File: src/rtl/tx_mod_pkg.sv
`default_nettype none
// ============================================================================
//  Package     : tx_mod_pkg
//  Description : Shared types and constants for the QAM symbol mapper:
//                FSM state encoding, legal modulation orders, Gray-coded
//                PAM level tables and the per-order amplitude step tables.
//  Revision    : 1.0  initial release
// ============================================================================
package tx_mod_pkg;

  typedef enum logic [1:0] {
    ST_IDLE  = 2'd0,
    ST_RUN   = 2'd1,
    ST_DRAIN = 2'd2
  } state_t;

  localparam logic [2:0] C_ORDER_1 = 3'd1;
  localparam logic [2:0] C_ORDER_2 = 3'd2;
  localparam logic [2:0] C_ORDER_4 = 3'd4;
  localparam logic [2:0] C_ORDER_6 = 3'd6;

  // Gray-coded PAM levels indexed by the raw per-axis bit field.
  localparam int C_GRAY_K1 [2] = '{-1, 1};
  localparam int C_GRAY_K2 [4] = '{-3, -1, 3, 1};
  localparam int C_GRAY_K3 [8] = '{-7, -5, -1, -3, 7, 5, 1, 3};

  // Step tables indexed by order slot (orders 1, 2, 4, 6 -> slots 0..3).
  // Normalised steps give unit average power; the plain table holds the
  // shift below the amplitude width, i.e. step = 2^(AMP_W - shift).
  localparam int C_STEP_NORM      [4] = '{1448, 1024, 458, 223};
  localparam int C_STEP_PLAIN_SHR [4] = '{4, 4, 4, 4};

  function automatic logic is_legal(input logic [2:0] order);
    return (order == C_ORDER_1) || (order == C_ORDER_2) ||
           (order == C_ORDER_4) || (order == C_ORDER_6);
  endfunction

  function automatic int order_slot(input logic [2:0] order);
    case (order)
      C_ORDER_2: return 1;
      C_ORDER_4: return 2;
      C_ORDER_6: return 3;
      default:   return 0;
    endcase
  endfunction

  function automatic int gray_level(input logic [2:0] bits, input int k);
    case (k)
      1:       return C_GRAY_K1[bits[0]];
      2:       return C_GRAY_K2[bits[1:0]];
      3:       return C_GRAY_K3[bits];
      default: return 0;
    endcase
  endfunction

  function automatic int step_norm(input logic [2:0] order);
    return C_STEP_NORM[order_slot(order)];
  endfunction

  function automatic int step_plain(input logic [2:0] order, input int amp_w);
    return 1 << (amp_w - C_STEP_PLAIN_SHR[order_slot(order)]);
  endfunction

endpackage
`default_nettype wire

File: src/rtl/sym_fifo.sv
`default_nettype none
// ============================================================================
//  Module      : sym_fifo
//  Description : Synchronous FIFO with combinational read data (head entry
//                always visible on rdata). A push while full is dropped unless
//                a pop happens on the same edge, in which case both occur.
//  Ports       : clk, rst (async, active-high), push, pop, wdata,
//                rdata, full, empty, count
//  Revision    : 1.0  initial release
// ============================================================================
module sym_fifo #(
  parameter int DEPTH = 4,
  parameter int WIDTH = 24
) (
  input  logic                     clk,
  input  logic                     rst,
  input  logic                     push,
  input  logic                     pop,
  input  logic [WIDTH-1:0]         wdata,
  output logic [WIDTH-1:0]         rdata,
  output logic                     full,
  output logic                     empty,
  output logic [$clog2(DEPTH):0]   count
);

  localparam int C_PTR_W = $clog2(DEPTH);

  logic [WIDTH-1:0]   r_mem [DEPTH];
  logic [C_PTR_W-1:0] r_wr_ptr;
  logic [C_PTR_W-1:0] r_rd_ptr;
  logic [C_PTR_W:0]   r_count;
  logic               w_wr_en;
  logic               w_rd_en;

  assign w_rd_en = pop && !empty;
  assign w_wr_en = push && (!full || w_rd_en);

  // Storage needs no reset: entries are only observable once written.
  always_ff @(posedge clk) begin
    if (w_wr_en) r_mem[r_wr_ptr] <= wdata;
  end

  // Power-of-two depth: pointers wrap naturally by overflow.
  always_ff @(posedge clk or posedge rst) begin
    if (rst) begin
      r_wr_ptr <= '0;
      r_rd_ptr <= '0;
      r_count  <= '0;
    end else begin
      if (w_wr_en) r_wr_ptr <= r_wr_ptr + 1'b1;
      if (w_rd_en) r_rd_ptr <= r_rd_ptr + 1'b1;
      case ({w_wr_en, w_rd_en})
        2'b10:   r_count <= r_count + 1'b1;
        2'b01:   r_count <= r_count - 1'b1;
        default: r_count <= r_count;
      endcase
    end
  end

  assign full  = (r_count == (C_PTR_W+1)'(DEPTH));
  assign empty = (r_count == '0);
  assign rdata = r_mem[r_rd_ptr];
  assign count = r_count;

endmodule
`default_nettype wire

File: src/rtl/qam_mapper.sv
`default_nettype none
// ============================================================================
//  Module      : qam_mapper
//  Description : Maps upstream words to Gray-coded I/Q amplitudes for
//                BPSK/QPSK/16-QAM/64-QAM and buffers them in a symbol FIFO
//                for the downstream shaping filter. An order change drains
//                the buffer before the new order takes effect.
//  Ports       : clk, rst (async, active-high), modOrder, oreq, ival, ibit,
//                ireq, oval, oI, oQ, ounderflow
//  Options     : QAM_MAPPER_NORM_EN - unit-average-power step table instead
//                of the fixed 2^(AMP_W-4) step.
//  Revision    : 1.0  initial release
// ============================================================================
module qam_mapper
  import tx_mod_pkg::*;
#(
  parameter int maxWordOut = 6,
  parameter int AMP_W      = 12,
  parameter int FIFO_DEPTH = 4
) (
  input  logic                    clk,
  input  logic                    rst,
  input  logic [2:0]              modOrder,
  output logic                    oreq,
  input  logic                    ival,
  input  logic [maxWordOut-1:0]   ibit,
  input  logic                    ireq,
  output logic                    oval,
  output logic signed [AMP_W-1:0] oI,
  output logic signed [AMP_W-1:0] oQ,
  output logic                    ounderflow
);

  localparam int C_CNT_W   = $clog2(FIFO_DEPTH) + 1;
  localparam int C_AMP_MAX = (1 << (AMP_W-1)) - 1;
  localparam int C_AMP_MIN = -(1 << (AMP_W-1));
  // Keep one slot free for a word that may already be on its way.
  localparam logic [C_CNT_W-1:0] C_OREQ_MAX = C_CNT_W'(FIFO_DEPTH - 2);

  state_t                 r_state, w_state_nxt;
  logic [2:0]             r_order, w_order_nxt;
  logic [5:0]             w_bits;
  int                     w_lvl_i, w_lvl_q, w_step;
  logic [2*AMP_W-1:0]     w_wdata, w_rdata;
  logic                   w_full, w_empty, w_pop;
  logic [C_CNT_W-1:0]     w_count;
  logic                   r_oval, r_uflow;
  logic signed [AMP_W-1:0] r_oi, r_oq;

  function automatic logic [AMP_W-1:0] sat_amp(input int v);
    if (v > C_AMP_MAX)      return C_AMP_MAX[AMP_W-1:0];
    else if (v < C_AMP_MIN) return C_AMP_MIN[AMP_W-1:0];
    else                    return v[AMP_W-1:0];
  endfunction

  // ---------------------------------------------------------------- FSM ---
  always_ff @(posedge clk or posedge rst) begin
    if (rst) begin
      r_state <= ST_IDLE;
      r_order <= 3'd0;
    end else begin
      r_state <= w_state_nxt;
      r_order <= w_order_nxt;
    end
  end

  always_comb begin
    w_state_nxt = r_state;
    w_order_nxt = r_order;
    oreq        = 1'b0;
    case (r_state)
      ST_IDLE: begin
        if (is_legal(modOrder)) begin
          w_state_nxt = ST_RUN;
          w_order_nxt = modOrder;
        end
      end
      ST_RUN: begin
        oreq = (w_count <= C_OREQ_MAX);
        if (is_legal(modOrder) && (modOrder != r_order)) w_state_nxt = ST_DRAIN;
      end
      ST_DRAIN: begin
        // Switch only once nothing mapped with the old order is left.
        if (w_empty && !ival) begin
          w_state_nxt = ST_RUN;
          if (is_legal(modOrder)) w_order_nxt = modOrder;
        end
      end
      default: w_state_nxt = ST_IDLE;
    endcase
  end

  // ------------------------------------------------------------ mapping ---
  assign w_bits = 6'(ibit);

  always_comb begin
    w_lvl_i = 0;
    w_lvl_q = 0;
    case (r_order)
      C_ORDER_1: w_lvl_i = gray_level({2'b00, w_bits[0]}, 1);
      C_ORDER_2: begin
        w_lvl_i = gray_level({2'b00, w_bits[1]}, 1);
        w_lvl_q = gray_level({2'b00, w_bits[0]}, 1);
      end
      C_ORDER_4: begin
        w_lvl_i = gray_level({1'b0, w_bits[3:2]}, 2);
        w_lvl_q = gray_level({1'b0, w_bits[1:0]}, 2);
      end
      C_ORDER_6: begin
        w_lvl_i = gray_level(w_bits[5:3], 3);
        w_lvl_q = gray_level(w_bits[2:0], 3);
      end
      default: ;
    endcase
  end

`ifdef QAM_MAPPER_NORM_EN
  assign w_step = step_norm(r_order);
`else
  assign w_step = step_plain(r_order, AMP_W);
`endif

  assign w_wdata = {sat_amp(w_lvl_i * w_step), sat_amp(w_lvl_q * w_step)};

  // --------------------------------------------------------------- FIFO ---
  // The FIFO entry itself is the register that captures the mapped symbol
  // on the edge after acceptance.
  sym_fifo #(
    .DEPTH (FIFO_DEPTH),
    .WIDTH (2*AMP_W)
  ) u_fifo (
    .clk   (clk),
    .rst   (rst),
    .push  (ival),
    .pop   (ireq),
    .wdata (w_wdata),
    .rdata (w_rdata),
    .full  (w_full),
    .empty (w_empty),
    .count (w_count)
  );

  assign w_pop = ireq && !w_empty;

  // ------------------------------------------------------------ outputs ---
  always_ff @(posedge clk or posedge rst) begin
    if (rst) begin
      r_oval  <= 1'b0;
      r_oi    <= '0;
      r_oq    <= '0;
      r_uflow <= 1'b0;
    end else begin
      r_oval <= w_pop;
      if (w_pop) begin
        r_oi <= w_rdata[2*AMP_W-1:AMP_W];
        r_oq <= w_rdata[AMP_W-1:0];
      end else begin
        r_oi <= '0;
        r_oq <= '0;
      end
      if ((r_state == ST_RUN) && ireq && w_empty) r_uflow <= 1'b1;
    end
  end

  assign oval       = r_oval;
  assign oI         = r_oi;
  assign oQ         = r_oq;
  assign ounderflow = r_uflow;

  // Full is implied by count; kept on the FIFO interface for other users.
  logic w_unused;
  assign w_unused = w_full;

endmodule
`default_nettype wire

File: config.mk
export PLATFORM = sky130hd
export DESIGN_NAME = qam_mapper
export DESIGN_NICKNAME = d
export VERILOG_FILES = /design/src/rtl/tx_mod_pkg.sv /design/src/rtl/sym_fifo.sv /design/src/rtl/qam_mapper.sv
export SDC_FILE = /design/constraint.sdc
export NUM_CORES = 1
export LEC_CHECK = 0
export BUFFER_PORTS_ARGS = -buffer_cell sky130_fd_sc_hd__buf_2
export CAP_MARGIN = 20
export CORE_MARGIN = 8
export CORE_UTILIZATION = 43
export CTS_BUF_LIST = sky130_fd_sc_hd__clkbuf_8 sky130_fd_sc_hd__clkbuf_16
export CTS_CLUSTER_SIZE = 40
export DETAILED_ROUTE_END_ITERATION = 7
export GPL_ROUTABILITY_DRIVEN = 0
export PLACE_DENSITY = 0.69
export REMOVE_ABC_BUFFERS = 1
export SETUP_SLACK_MARGIN = 0.3
export SYNTH_ARGS = -nofsm -noshare
export SYNTH_HDL_FRONTEND = slang
export SYNTH_SLANG_ARGS = --single-unit
File: constraint.sdc
create_clock -name clk -period 2.7 [get_ports clk]
set_clock_uncertainty 0.2 [all_clocks]
set_input_delay 0.27 -clock clk [delete_from_list [all_inputs] [get_ports clk]]
set_output_delay 0.27 -clock clk [all_outputs]
set_load 0.01 [all_outputs]
Word level (Yosys, flattened, before mapping)
Memory sizes are Yosys's and may differ from the RTL's.
Cells that the tools add are included.
- memory bits (read-only): 512
- word-level logic and storage cells: 114
- memories kept: 3
- output and inout port bits: 27
- register bits after elaboration: 38
- bits in writable memories: 96
- multiply operators: 2
- shift operators: 1
- reduce and logical (&&, ||, !) cells: 19
- bitwise logic cells: 7
- $lt $le $gt $ge: 12
- multiplexer cells: 39
- add/sub/neg operators: 5
- eq/ne operators: 17
- memories (name ; depth ; width ; rd ports ; clocked after memory_dff ; write ports ; line ; source):
    (no name shown) ; 8 ; 32 ; 1 ; 0 ; 0 ; tx_mod_pkg.sv:51 ; 3: return C_GRAY_K3[bits];
    (no name shown) ; 8 ; 32 ; 1 ; 0 ; 0 ; tx_mod_pkg.sv:51 ;
    u_fifo.r_mem ; 4 ; 24 ; 1 ; 0 ; 1 ; sym_fifo.sv:28 ; logic [WIDTH-1:0] r_mem [DEPTH];
- operator list (operator ; count):
    32-bit two-way mux ; 16
    32-bit binary-select mux with 2-bit select ; 3
    32-bit case mux with 4 select lines ; 1
    32-bit case mux with 3 select lines ; 1
    12-bit two-way mux ; 6
    32-bit by 12-bit greater-than comparator with 1-bit output (second input constant) ; 2
    32-bit by 12-bit less-than comparator with 1-bit output (second input constant) ; 2
    32-bit by 32-bit multiplier with 32-bit output ; 2
    32-bit by 3-bit greater-or-equal comparator with 1-bit output (second input constant) ; 1
    32-bit inverter ; 1
    1-bit by 32-bit left shift with 32-bit output (first input constant) ; 1
    5-bit by 32-bit subtractor with 32-bit output (first input constant) ; 1
    3-bit == test (second input constant) ; 5
    2-bit case mux with 3 select lines ; 2
    3-bit case mux with 2 select lines ; 2
    4-bit greater-or-equal comparator (second input constant) ; 2
    3-bit inverter with 4-bit output ; 2
    3-bit by 1-bit == test with 1-bit output (second input constant) ; 2
    3-bit by 2-bit == test with 1-bit output (second input constant) ; 2
    3-bit greater-or-equal comparator (second input constant) ; 2
    1-bit logical AND ; 6
    2-bit two-way mux ; 3
    3-bit two-way mux ; 2
    2-bit != test (second input constant) ; 3
    18 further kinds ; 32

Logic depth before layout (Yosys ltp)
- depth in word-level cells: 12
- gate-level depth with buffers: 7

Hierarchy
From an unflattened synthesis, not the netlist that was laid out.
- cell total of the unflattened synthesis: 305
- area total of the unflattened synthesis: 5327.6 sq um
- by module, submodules not included (module ; instances ; cells each ; area each (sq um)):
    sym_fifo ; 1 ; 180 ; 3980.1
    qam_mapper ; 1 ; 125 ; 1347.5

Worst setup path after synthesis
OpenSTA, ideal clock, no wires.
- path type: reg2reg
- from: register u_fifo.r_count[0], in the netlist u_fifo.count[0]
- to: register u_fifo.r_count[2], in the netlist u_fifo.count[2]
- stages on the path, launching flop included: 8
- slack: 568 ps
- period minus slack after synthesis: 2132 ps
- path buffers: 1
- library setup time: 129 ps
- data required time: 2371 ps
- arrival: 1803 ps
- path through: dfrtp_1 > clkbuf_1 > o31ai_4 > nor2_1 > fa_1 > nor3_1 > a31oi_1 > xnor2_1
- longest elaborated chain between the ends: 7
- elaborated cells between the ends (all ways): 13
- RTL lines (element ; line ; source):
    start, declared ; sym_fifo.sv:31 ; logic [C_PTR_W:0] r_count;
    start signal, assigned ; sym_fifo.sv:53 ; 2'b10: r_count <= r_count + 1'b1;
    start signal, assigned ; sym_fifo.sv:54 ; 2'b01: r_count <= r_count - 1'b1;
    start signal, assigned ; sym_fifo.sv:55 ; default: r_count <= r_count;
    3-bit logical NOT ; sym_fifo.sv:61 ; assign empty = (r_count == '0);
    1-bit logical NOT ; sym_fifo.sv:35 ; assign w_rd_en = pop && !empty;
    1-bit logical AND ; sym_fifo.sv:35 ;
    1-bit logical OR ; sym_fifo.sv:36 ; assign w_wr_en = push && (!full || w_rd_en);
    1-bit logical AND ; sym_fifo.sv:36 ;
    2-bit by 1-bit == test with 1-bit output / 2-bit == test (equally long branches) ; sym_fifo.sv:52 ; case ({w_wr_en, w_rd_en})
    3-bit case mux with 2 select lines / 2-bit nonzero test (equally long branches) ; n/a ;
Parallel ways exist; a longest one is shown, timed or not.
A chain may end at the register's enable or synchronous reset.

Worst setup path in the final report
- from: register r_order[1]
- to: memory u_fifo.r_mem[2][22] (data pin)
- longest elaborated chain between the ends: 12
- elaborated cells between the ends (all ways): 17
- RTL lines (element ; line ; source):
    start, declared ; qam_mapper.sv:41 ; logic [2:0] r_order, w_order_nxt;
    start signal, assigned ; qam_mapper.sv:63 ; r_order <= w_order_nxt;
    3-bit == test / 3-bit by 2-bit == test with 1-bit output (equally long branches) ; tx_mod_pkg.sv:39, qam_mapper.sv:99 ;
    2-bit case mux with 3 select lines ; tx_mod_pkg.sv:39 ; case (order)
    32-bit inverter (not written as such) ; tx_mod_pkg.sv:61 ; return 1 << (amp_w - C_STEP_PLAIN_SHR[order_slot(order)]);
    32-bit binary-select mux with 2-bit select ; tx_mod_pkg.sv:61 ;
    32-bit two-way mux (not written as such) (2 in series) ; tx_mod_pkg.sv:61 ;
    5-bit by 32-bit subtractor with 32-bit output ; tx_mod_pkg.sv:61 ;
    1-bit by 32-bit left shift with 32-bit output ; tx_mod_pkg.sv:61 ;
    32-bit by 32-bit multiplier with 32-bit output (*) ; qam_mapper.sv:123 ; assign w_wdata = {sat_amp(w_lvl_i * w_step), sat_amp(w_lvl_q * w_step)};
    32-bit by 12-bit less-than comparator with 1-bit output ; qam_mapper.sv:52 ; else if (v < C_AMP_MIN) return C_AMP_MIN[AMP_W-1:0];
    12-bit two-way mux ; qam_mapper.sv:52 ;
    12-bit two-way mux (*) ; qam_mapper.sv:51 ; if (v > C_AMP_MAX) return C_AMP_MAX[AMP_W-1:0];
    named net u_fifo.wdata[22] ; sym_fifo.sv:19 ; input logic [WIDTH-1:0] wdata,
    end, declared ; sym_fifo.sv:28 ;
Mark *: on every way through the listed nets, which the timed path passes. The rest lies on a longest branch. The select of a mux whose other input is x is not followed.

==> flow_metrics.py <==
metrics = {
    "floorplan": {
        "num_rows": 28,
        "die_w_um": 93.7,
        "start_util": 0.441,
        "io_pins": 40,
        "fp.coreArea_um2": 5890,
        "fp.dieH_um": 93.7,
        "dieArea_um2": 8780,
    },
    "route": {
        "vias_per_cell": 5.08,
        "drc": 0,
        "vias": 1504,
        "dr.pass1.iters": 4,
        "drt-total-wl_mm": 4.43,
        "drt_iter0_drc": 71,
        "post_drt_wl_per_cell_um": 15.0,
        "ant_nets": 0,
    },
    "clock_tree": {
        "post_cts_buffers": 0,
        "htreeDepth": 2,
        "cts_sinks": 54,
        "cts-root-buf": "clkbuf_8",
        "clk_pin_slew_ns": 0.09,
        "tritoncts": "built",
        "clk_latency_ns": 0.30,
        "cts_buffer_depth": 2,
        "numCtsBuffers": 5,
    },
    "sta": {
        "final_hold_viol_count": 0,
        "fin_crit_ns": 2.03,
        "setup_ws_ns": 0.669,
        "worst_pin_slew_ns": 0.877,
        "setup_viol_count_final": 0,
        "fin_setup_tns_ns": 0,
        "rsz0062_at_grt": "no",
        "fin_crit_sh": 0.752,
        "final_max_slew_viol_count": 0,
        "relSlewSlack": 0.415,
        "max_freq_mhz": 492,
    },
    "run_status": {
        "outcome": "completed",
    },
    "place": {
        "port-buffer-count": 23,
        "post-place-ws_ns": 0.705,
        "post_dp_cell_area_um2": 2710,
        "hpwl_mm": 3.15,
        "place_inst": 287,
    },
    "flow_run": {
        "drv_cap": 0,
    },
    "grt": {
        "grt_pass1_vias": 1550,
        "grt_pass1_wl_mm": 7.44,
        "grt_usage": 0.107,
        "grt_start_max_net_pins": 23,
        "grt_antenna_before_repair": 0,
        "gr-total-overflow": 0,
    },
    "layout": {
        "final_common_cell": "edfxtp_1",
        "fin_area_um2": 2820,
        "final_cell_mix": "32 x edfxtp_1, 23 x buf_2, 22 x dfrtp_1",
        "area_delta_synth_final_pct": 8.53,
        "layout-drive-gt1-share": 0.213,
        "instances_no_fill": 296,
        "num_antenna_cells": 0,
        "layout.nets": 238,
    },
    "setup_path": {
        "arrival_ns": 1.90,
        "worstPathMaxFanout": 17,
        "crit_start": "r_order[1]$_DFFE_PP0P_",
        "crit_type": "reg2reg",
        "r2r-start": "r_order[1]$_DFFE_PP0P_",
        "required_ns": 2.57,
        "worst_setup_path_end_kind": "flip-flop",
        "start_kind": "flip-flop",
    },
    "synthesis": {
        "synth_edf_count": 32,
        "syn_avg_cell_area_um2": 13.0,
        "synth-seq-cells": 54,
        "async_flop_share": 0.407,
        "synth_flop_cell": "edfxtp_1",
        "yosysTopAreaCell": "edfxtp_1",
        "synth.distinct_cells": 44,
        "synth_warnings": 0,
        "yosysSeqAreaShare": 0.582,
        "synth_area_leaders": "edfxtp_1 37%, dfrtp_1 21%, mux4_2 6.9%",
        "synth_top_area_share": 0.370,
        "syn-cell-area_um2": 2590,
        "synth_cells": 199,
    },
    "power": {
        "p_per_area_nw_per_um2": 1050,
        "p_total_mw": 2.96,
        "p_leak_nw": 1.11,
        "vdd_ir_drop_max_mv": 0.474,
    },
    "worst_hold_path": {
        "hold_path_class": "in2reg",
        "hp-start": "modOrder[2]",
    },
}
critical path, stage by stage, from the launching register on:
cell	delay, ns
dfrtp_1	0.65
or3b_2	0.49
a21oi_1	0.21
a21oi_1	0.07
o21ai_0	0.18
repair_timing:
action / in CTS / in global routing
hold endpoints to repair: 22 / 0
resized for setup: 0 / 0
hold buffers: 1 / 0
per-stage QoR:
step	hold slack [ns]	util
after floorplan	0.0592	-
after detailed placement	0.263	0.460
final	0.0420	0.479
after CTS	0.0441	0.479
after global placement	0.251	0.460
after global routing	0.0730	0.479
state kept, by name, indices dropped and copies added (netlist names):
signal / flops
u_fifo.r_mem: 32
r_state: 2
u_fifo.count: 3
ounderflow: 1
u_fifo.r_wr_ptr: 2
oval: 1
u_fifo.r_rd_ptr: 2
r_order: 3
oI: 4
oQ: 4
synth_stat cells (all sizes together) (2+ instances only):
library cell and instances:
dfrtp 22, nor2 12, xnor2 11, o41a 2
nand3b 2, a21oi 9, nor3 3, mux4 8
and3 2, edfxtp 32, ha 4, nand2 8
and2 4, inv 7, clkbuf 7, o31ai 2
nor2b 12, o21ai 13, buf 19, or3b 2
cell type report:
type / count / area, um^2
clock buffer: 6 / 82.6
clock inverter: 2 / 17.5
fill: 550 / 3070
inverter: 7 / 26.3
multi-input combinational: 127 / 952
sequential: 54 / 1510
tap: 75 / 93.8
timing repair buffer: 25 / 133
worst paths after layout:
check,endpoint,slack (ns),cells past startpoint
worst max-delay path,u_fifo.r_mem[2][22]$_DFFE_PP_,0.67,4
worst min-delay path,r_order[0]$_DFFE_PP0P_,0.04,2
worst max register to register,u_fifo.r_mem[2][22]$_DFFE_PP_,0.67,4
worst min register to register,ounderflow$_DFFE_PP0P_,0.28,1
max in group asynchronous,r_order[0]$_DFFE_PP0P_,1.27,3
min in group asynchronous,oQ[9]$_DFF_PP0_,0.49,3
cells by family (layout without fill, tap and decap cells):
logic type,after synthesis,in the layout,synth area share
AOI/OAI and AO/OA,33,33,0.0921
xor gates and xnor gates,12,12,0.0405
adders and majority gates,5,5,0.0270
buffers and inverters,33,40,0.0723
DFF,54,54,0.582
muxes,9,9,0.0738
other,1,16,0.00145
and+or+nand+nor,52,52,0.110
power breakdown:
group          total (mW)  internal (mW)  leakage, nW  switching, mW
clock               0.479          0.212       0.0514          0.267
combinational       0.939          0.474        0.493          0.465
sequential           1.54           1.26        0.563          0.282
total                2.96           1.94         1.11           1.01
metal layers:
| layer | vias to the layer above | track usage | part of all wire |
|---|---|---|---|
| li1 | 719 | - | - |
| met1 | 737 | 0.123 | 0.44 |
| met2 | 41 | 0.180 | 0.49 |
| met3 | 7 | 0.0312 | 0.059 |
| met4 | 0 | 0.0449 | 0.016 |
| met5 | - | 0 | 0 |
(Power assumes the default switching activity.)
